**config.mk**
```make
export PLATFORM = sky130hd
export DESIGN_NAME = instruction_loader
export DESIGN_NICKNAME = d
export VERILOG_FILES = /design/src/rtl/instruction_loader.sv
export SDC_FILE = /design/constraint.sdc
export NUM_CORES = 1
export LEC_CHECK = 0
export CAP_MARGIN = 20
export CORE_ASPECT_RATIO = 1.1
export CORE_MARGIN = 2
export CORE_UTILIZATION = 23
export CTS_BUF_LIST = sky130_fd_sc_hd__clkbuf_4 sky130_fd_sc_hd__clkbuf_8
export DETAILED_ROUTE_END_ITERATION = 16
export DONT_BUFFER_PORTS = 1
export PLACE_DENSITY = 0.33
export SETUP_SLACK_MARGIN = 0.5
export SLEW_MARGIN = 10
export SYNTH_ARGS = -nofsm -noshare
export SYNTH_HDL_FRONTEND = slang
export SYNTH_SLANG_ARGS = --single-unit
```
**constraint.sdc**
```tcl
create_clock -name clk -period 2.7 [get_ports clk]
set_input_delay 0.54 -clock clk [delete_from_list [all_inputs] [get_ports clk]]
set_output_delay 0.54 -clock clk [all_outputs]
set_load 0.05 [all_outputs]
```
**src/rtl/instruction_loader.sv**
```systemverilog
// instruction_loader
//   Writer side of the instruction-memory debug load port. Bytes arriving from
//   the UART RX are packed MSB-first into 32-bit words, and each word is written
//   to consecutive instruction-memory addresses starting at 0. A load ends after
//   HALT_WORD has been written, or after the last address has been filled
//   (flagged as overflow).
//
// Ports
//   clk              rising-edge system clock
//   rst              synchronous active-high reset
//   start            1-cycle pulse, arms a new load from IDLE or DONE
//   rx_data          received byte
//   rx_valid         1-cycle pulse, rx_data valid
//   wr_instruction   1-cycle write strobe to instruction memory
//   wr_addr          write address, zero-extended to 32 bits
//   data_instruction word to write
//   busy             load in progress (RECV or WRITE)
//   load_done        load finished, held until start or rst
//   overflow         memory filled without seeing HALT_WORD
//   words_loaded     words written in the current load
module instruction_loader #(
  parameter int unsigned DEPTH     = 32,
  parameter int unsigned ADDR_W    = 5,
  parameter logic [31:0] HALT_WORD = 32'hFFFF_FFFF
) (
  input  logic              clk,
  input  logic              rst,
  input  logic              start,
  input  logic [7:0]        rx_data,
  input  logic              rx_valid,
  output logic              wr_instruction,
  output logic [31:0]       wr_addr,
  output logic [31:0]       data_instruction,
  output logic              busy,
  output logic              load_done,
  output logic              overflow,
  output logic [ADDR_W:0]   words_loaded
);

  localparam logic [1:0] S_IDLE  = 2'd0;
  localparam logic [1:0] S_RECV  = 2'd1;
  localparam logic [1:0] S_WRITE = 2'd2;
  localparam logic [1:0] S_DONE  = 2'd3;

  localparam logic [ADDR_W-1:0] LAST_ADDR = ADDR_W'(DEPTH - 1);
  localparam logic [ADDR_W-1:0] ADDR_ONE  = {{(ADDR_W-1){1'b0}}, 1'b1};
  localparam logic [ADDR_W:0]   WORD_ONE  = {{ADDR_W{1'b0}}, 1'b1};

  logic [1:0]        state_q,    state_d;
  logic [ADDR_W-1:0] addr_q,     addr_d;
  logic [1:0]        byte_cnt_q, byte_cnt_d;
  logic [31:0]       shreg_q,    shreg_d;
  logic [ADDR_W:0]   words_q,    words_d;
  logic              overflow_q, overflow_d;
  logic [ADDR_W-1:0] wr_addr_q,  wr_addr_d;
  logic [31:0]       data_q,     data_d;
  logic              wr_q;
  logic              busy_q;
  logic              done_q;

  always_comb begin
    state_d    = state_q;
    addr_d     = addr_q;
    byte_cnt_d = byte_cnt_q;
    shreg_d    = shreg_q;
    words_d    = words_q;
    overflow_d = overflow_q;
    wr_addr_d  = wr_addr_q;
    data_d     = data_q;

    case (state_q)
      S_IDLE, S_DONE: begin
        // A byte arriving with start is dropped; counting begins with the next one.
        if (start) begin
          state_d    = S_RECV;
          addr_d     = '0;
          byte_cnt_d = '0;
          words_d    = '0;
          overflow_d = 1'b0;
        end
      end

      S_RECV: begin
        if (rx_valid) begin
          shreg_d    = {shreg_q[23:0], rx_data};
          byte_cnt_d = byte_cnt_q + 2'd1;
          // Load the write outputs on the same edge that enters WRITE so the
          // strobe is visible one cycle after the 4th byte.
          if (byte_cnt_q == 2'd3) begin
            state_d   = S_WRITE;
            data_d    = {shreg_q[23:0], rx_data};
            wr_addr_d = addr_q;
            words_d   = words_q + WORD_ONE;
          end
        end
      end

      default: begin // S_WRITE
        byte_cnt_d = '0;
        if (shreg_q == HALT_WORD) begin
          state_d    = S_DONE;
          overflow_d = 1'b0;
        end else if (addr_q == LAST_ADDR) begin
          state_d    = S_DONE;
          overflow_d = 1'b1;
        end else begin
          state_d = S_RECV;
          addr_d  = addr_q + ADDR_ONE;
          // A byte landing in the write cycle starts the next word.
          if (rx_valid) begin
            shreg_d    = {shreg_q[23:0], rx_data};
            byte_cnt_d = 2'd1;
          end
        end
      end
    endcase
  end

  always_ff @(posedge clk) begin
    if (rst) begin
      state_q    <= S_IDLE;
      addr_q     <= '0;
      byte_cnt_q <= '0;
      shreg_q    <= '0;
      words_q    <= '0;
      overflow_q <= 1'b0;
      wr_addr_q  <= '0;
      data_q     <= '0;
      wr_q       <= 1'b0;
      busy_q     <= 1'b0;
      done_q     <= 1'b0;
    end else begin
      state_q    <= state_d;
      addr_q     <= addr_d;
      byte_cnt_q <= byte_cnt_d;
      shreg_q    <= shreg_d;
      words_q    <= words_d;
      overflow_q <= overflow_d;
      wr_addr_q  <= wr_addr_d;
      data_q     <= data_d;
      // Status flags are registered from the next state so they line up with it.
      wr_q       <= (state_d == S_WRITE);
      busy_q     <= (state_d == S_RECV) || (state_d == S_WRITE);
      done_q     <= (state_d == S_DONE);
    end
  end

  assign wr_instruction   = wr_q;
  assign wr_addr          = {{(32-ADDR_W){1'b0}}, wr_addr_q};
  assign data_instruction = data_q;
  assign busy             = busy_q;
  assign load_done        = done_q;
  assign overflow         = overflow_q;
  assign words_loaded     = words_q;

endmodule

```
* Yosys cells after proc, flatten, opt, wreduce, memory -nomap -nowiden
Index checks and enable logic that the tools add are counted.
W data, S select, Z words.
** Storage, ports and cells
- Bits in registers :: 88
- Latch bits :: 0
- Bits in writable memories :: 0
- Bits in read-only memories :: 0
- Input port bits :: 12
- Output and inout bits :: 74
- Memories :: 0
** Operators by class
- $add $sub $neg :: 3
- $mul :: 0
- Divide/modulo/power cells :: 0
- Magnitude comparators :: 0
- Equal/unequal tests :: 15
- Shifts and indexed selects :: 0
- Muxes and demuxes :: 28
- Bitwise gates (word level) :: 2
- Reduce and logical (&&, ||, !) cells :: 11
** Operator list (number)
- $mux W32 :: 3
- $pmux W32 S2 :: 1
- $eq A32 B32 Y1 const B :: 1
- $mux W6 :: 3
- $mux W5 :: 3
- $mux W2 :: 7
- $pmux W6 S2 :: 1
- $pmux W5 S2 :: 1
- $reduce_and A3 Y1 :: 3
- $eq A2 B2 Y1 const B :: 4
- $ne A2 B1 Y1 const B :: 4
- $pmux W2 S2 :: 2
- $reduce_and A4 Y1 :: 2
- $add A6 B1 Y6 const B :: 1
- $mux W1 :: 6
- $ne A2 B2 Y1 const B :: 3
- $add A5 B1 Y5 const B :: 1
- $eq A5 B5 Y1 const B :: 1
- $eq A2 B1 Y1 const B :: 2
- $reduce_bool A3 Y1 :: 1
- $add A2 B1 Y2 const B :: 1
- $logic_not A2 Y1 :: 1
- $not A1 Y1 :: 2
- $pmux W1 S2 :: 1
- other kinds (4) :: 4

* Depth between registers and ports, before layout
- Word-level depth :: 6
- Depth in mapped cells :: 9
- Gate-level depth less buffers :: 9

* Worst setup path before layout
No wires, ideal clock.
- Path type :: register to register
- Start :: reg state_q[0]
- End :: reg addr_q[2]
- Arrival time :: 1831 ps
- Data required time :: 2586 ps
- Setup slack :: 755 ps
- Cell stages (with the launch flop) :: 7
- Period minus slack after synthesis :: 1945 ps
- Path through :: dfxtp_1 > inv_1 > ha_1 > buf_4 > a2111oi_2 > o32ai_1 > a21o_1
** Between the ends
- Word-level cells in the longest chain between the ends :: 4
- Elaborated cells between the ends (all ways) :: 10
- Classes of those cells :: 5 x eq/ne; 1 x mux; 1 x bitwise; 3 x reduce/logical
** RTL lines
- start: declaration :: line 49 : logic [1:0] state_q, state_d;
- start signal: assignment :: line 133 : state_q <= state_d;
- $eq A2 B2 Y1 / $logic_not A2 Y1 (equally long branches) :: line 71 : case (state_q)
- $reduce_or A2 Y1 :: line 71
- $ne A2 B1 Y1 (no source line) / $ne A2 B2 Y1 (equally long branches)
- $reduce_and A4 Y1 (no source line)
- end signal: assignment :: line 134 : addr_q <= addr_d;
- end: declaration :: line 50 : logic [ADDR_W-1:0] addr_q, addr_d;
Parallel ways exist; a longest one is shown, timed or not.
A chain may end at the register's enable or synchronous reset.

* Final worst setup path
- Start :: reg shreg_q[15]
- End :: reg busy_q, in the netlist busy
** Between the ends
- Word-level cells in the longest chain between the ends :: 5
- Elaborated cells between the ends (all ways) :: 6
- Classes of those cells :: 3 x eq/ne; 2 x mux; 1 x reduce/logical
** RTL lines
- start: declaration :: line 52 : logic [31:0] shreg_q, shreg_d;
- start signal: assignment :: line 136 : shreg_q <= shreg_d;
- $eq A32 B32 Y1 (*) :: line 100 : if (shreg_q == HALT_WORD) begin
- $mux W2 (*) :: line 100
- $pmux W2 S2 (*) :: line 71
- named net state_d[1] :: line 49
- $eq A2 B1 Y1 / $eq A2 B2 Y1 (equally long branches) :: line 143 : busy_q <= (state_d == S_RECV) || (state_d == S_WRITE);
- $logic_or A1 B1 Y1 (*) :: line 143
- end signal: assignment :: line 143
- end: declaration :: line 58 : logic busy_q;
Mark *: on every way through the listed nets, which the timed path passes. The rest lies on a longest branch.

==> impl_metrics.csv <==
group,metric,value,unit
timing,layout_setup_ws,0.555,ns
timing,tightestPinTransition,0.647,ns
clocking,postCtsHoldBufs,0,
global_route,grt_usage,0.108,
global_route,grt_pass1_vias,2706,
floorplan,die_w,127,um
clocking,htree_levels,3,
layout,antennaDiodeCount,0,
pwr,vdd_drop_max,0.000219,V
synth,ys_types,42,
timing,fin_crit_sh,0.794,
worst_setup_path,critPathLaunch,"shreg_q[15]$_SDFFE_PP0P_",
synth,synth_area_leaders,"dfxtp_1, mux2i_1, nand2_1, buf_4, a21oi_1",
global_route,grt_max_degree,96,
placement,place_ws,0.501,ns
job,maxCapViolCount,0,
synth,synth.cell_area,0.00385,sq mm
layout,syn_to_final_growth,5.66,%
status,outcome,"completed",
timing,fmax,466,MHz
clocking,clockBufferDepth,2,
layout,fillers,1788,
worst_setup_path,r2r-start,"shreg_q[15]$_SDFFE_PP0P_",
synth,synth_edf_count,0,
synth,synthCells,418,
synth,ys_seq_elements,88,
routing,drc,0,
placement,io_buffer_count,0,
synth,synth_area_per_cell,9.20,sq um
worst_setup_path,worstPathMaxFanout,3,
routing,route.vias.total,2619,
layout,final_nets,427,
worst_setup_path,rrSetupSlack,0.56,ns
synth,synth_seq_area_share,0.458,
clocking,insertion_delay,0.37,ns
worst_hold_path,hp-start,"rst",
layout,most-common-layout-cells,"dfxtp_1, nand2_1, a21oi_1, mux2i_1, conb_1",
worst_setup_path,critPathCaptureType,"register",
synth,synthFlopType,"dfxtp_1",
pwr,p_leak,1.39,nW
clocking,cts_root_buf,"clkbuf_8",
clocking,clkSlewWorstSetupHoldPaths,0.10,ns
global_route,antenna_found_initial,0,
floorplan,die_h,140,um
pwr,intPower,1.80,mW
synth,yosys.area.top_type,"dfxtp_1",
timing,skew,0.0120,ns
timing,relSlewSlack,0.565,
timing,rsz0062_at_grt,"yes",
layout,drive_gt1_frac,0.0704,
pwr,p_sw,667,uW
floorplan,core-area,0.0164,sq mm
global_route,grt_overflow,0,
clocking,cts.sinks,88,
worst_setup_path,worstSetupPathType,"register to register",
floorplan,pin_count,86,
routing,first_pass_iters,4,
worst_setup_path,critPathArrivalTime,2.41,ns
worst_setup_path,cp.required,2.97,ns
routing,routedWlPerCell,14.7,um
placement,place_congestion,0.723,
worst_hold_path,hp-class,"primary input to register",
floorplan,rows,49,
clocking,cts_tree,"done",
floorplan,start_util,0.235,
layout,final_common_cell,"dfxtp_1",
synth,synth_top_area_share,0.458,
global_route,grt_pass1_wl,15000,um
worst_setup_path,critPathLaunchType,"register",
timing,hold_viol,0,
timing,tns,0,ns
routing,viasPerCell,4.25,
floorplan,die_area,0.0178,sq mm
layout,fin_util,0.248,
clocking,numCtsBuffers,9,
routing,finalWirelength,9050,um
synth,ys_async_sr_fraction,0,
timing,setup_viol,0,
pwr,power_density,606,mW/mm^2
timing,slew_viol_final,0,
pwr,pwr-share-clk,0.386,
placement,hpwl,6120,um
synth,synth_warnings,0,
routing,dr.first_iter.drc_count,119,
pwr,seqPwrFrac,0.539,
routing,ant_nets,0,
pwr,p_comb_frac,0.075,
pwr,switching_share,0.271,
timing,period_needed,2.14,ns
==> power by group through the flow <==
stage | Sequential, mW | Clock (mW) | Combinational (mW)
after floorplan | 1.36 | 0 | 0.226
after global placement | 1.36 | 0 | 0.183
after detailed placement | 1.36 | 0 | 0.183
after CTS | 1.33 | 1.01 | 0.184
after global routing | 1.33 | 1.06 | 0.200
final | 1.33 | 0.951 | 0.184
==> per-layer routing <==
layer | part of all wire | global-route usage
met3 | 0.056 | 0.0446
met2 | 0.49 | 0.182
met4 | 0.010 | 0.0260
met5 | 0 | 0
met1 | 0.44 | 0.127
==> cell usage after synthesis (2+ instances only) <==
library cell,n
nor4_2,2
clkbuf_1,11
buf_12,3
nor2_1,13
buf_6,2
ha_1,8
o31ai_1,2
nand3b_1,2
o21ai_0,2
a21oi_1,42
buf_1,4
nor3_1,2
buf_4,30
nor2b_1,5
or2b_1,24
xor2_1,4
nand2b_1,18
and3_1,3
inv_1,8
mux2i_1,34
nand4_1,11
a21o_1,2
dfxtp_1,88
nand3_1,4
nand2_1,77
==> final cells by class <==
class                      instances  area (sq um)  share of cell area
sequential                        88          1760               0.433
multi-input combinational        296          1780               0.439
timing repair buffer               4          33.8             0.00831
tap                              204           255              0.0628
clock buffer                      10           131              0.0323
inverter                           8          30.0             0.00739
clock inverter                     6          68.8              0.0169
==> sequential cells by signal, indices dropped and copies added (netlist names) <==
name / flops
wr_instruction: 1
wr_addr_q: 5
state_q: 2
data_instruction: 32
byte_cnt_q: 2
load_done: 1
addr_q: 5
words_loaded: 6
overflow: 1
shreg_q: 32
busy: 1
==> worst max-delay path, cell delays in order, from the launching register on <==
cell	delay, ns
dfxtp_1	0.41
nand4_1	0.12
nor4_2	0.60
a21oi_2	0.15
mux2i_1	0.33
ha_1	0.30
nor2b_1	0.12
==> path summary, 6_finish.rpt <==
path,end,cells after the start
worst min-delay path,words_loaded[1]$_SDFFE_PP0P_,1
worst max register to register,busy$_SDFF_PP0_,6
worst max-delay path,busy$_SDFF_PP0_,6
worst min register to register,byte_cnt_q[1]$_SDFFE_PP0P_,2
==> stage by stage <==
| step | hold WS (ns) | cells | area (sq um) | power, mW |
|---|---|---|---|---|
| after global routing | 0.206 | 616 | 4060 | 2.59 |
| after global placement | 0.443 | 600 | 3850 | 1.54 |
| after floorplan | 0.436 | 444 | 3940 | 1.58 |
| after detailed placement | 0.446 | 600 | 3850 | 1.54 |
| final | 0.235 | 616 | 4060 | 2.46 |
| after CTS | 0.197 | 616 | 4060 | 2.53 |
==> cell families after synthesis <==
| kind of cell | after synthesis | share of synthesized area |
|---|---|---|
| adder cells (fa/ha/maj) | 8 | 0.0260 |
| XOR/XNOR | 4 | 0.00911 |
| other | 1 | 0.000975 |
| flip-flops | 88 | 0.458 |
| AO/OA/AOI/OAI | 60 | 0.0937 |
| multiplexers | 34 | 0.0885 |
| AND/OR/NAND/NOR | 163 | 0.219 |
| buffers and inverters | 60 | 0.105 |
==> timing repair <==
| action | 4_1_cts | 5_1_grt |
|---|---|---|
| buffers inserted | 0 | 0 |
| cloned | 0 | 0 |
| gates resized for setup | 1 | 2 |
| endpoints found under the setup margin | 1 | 37 |
(Power assumes the default switching activity.)
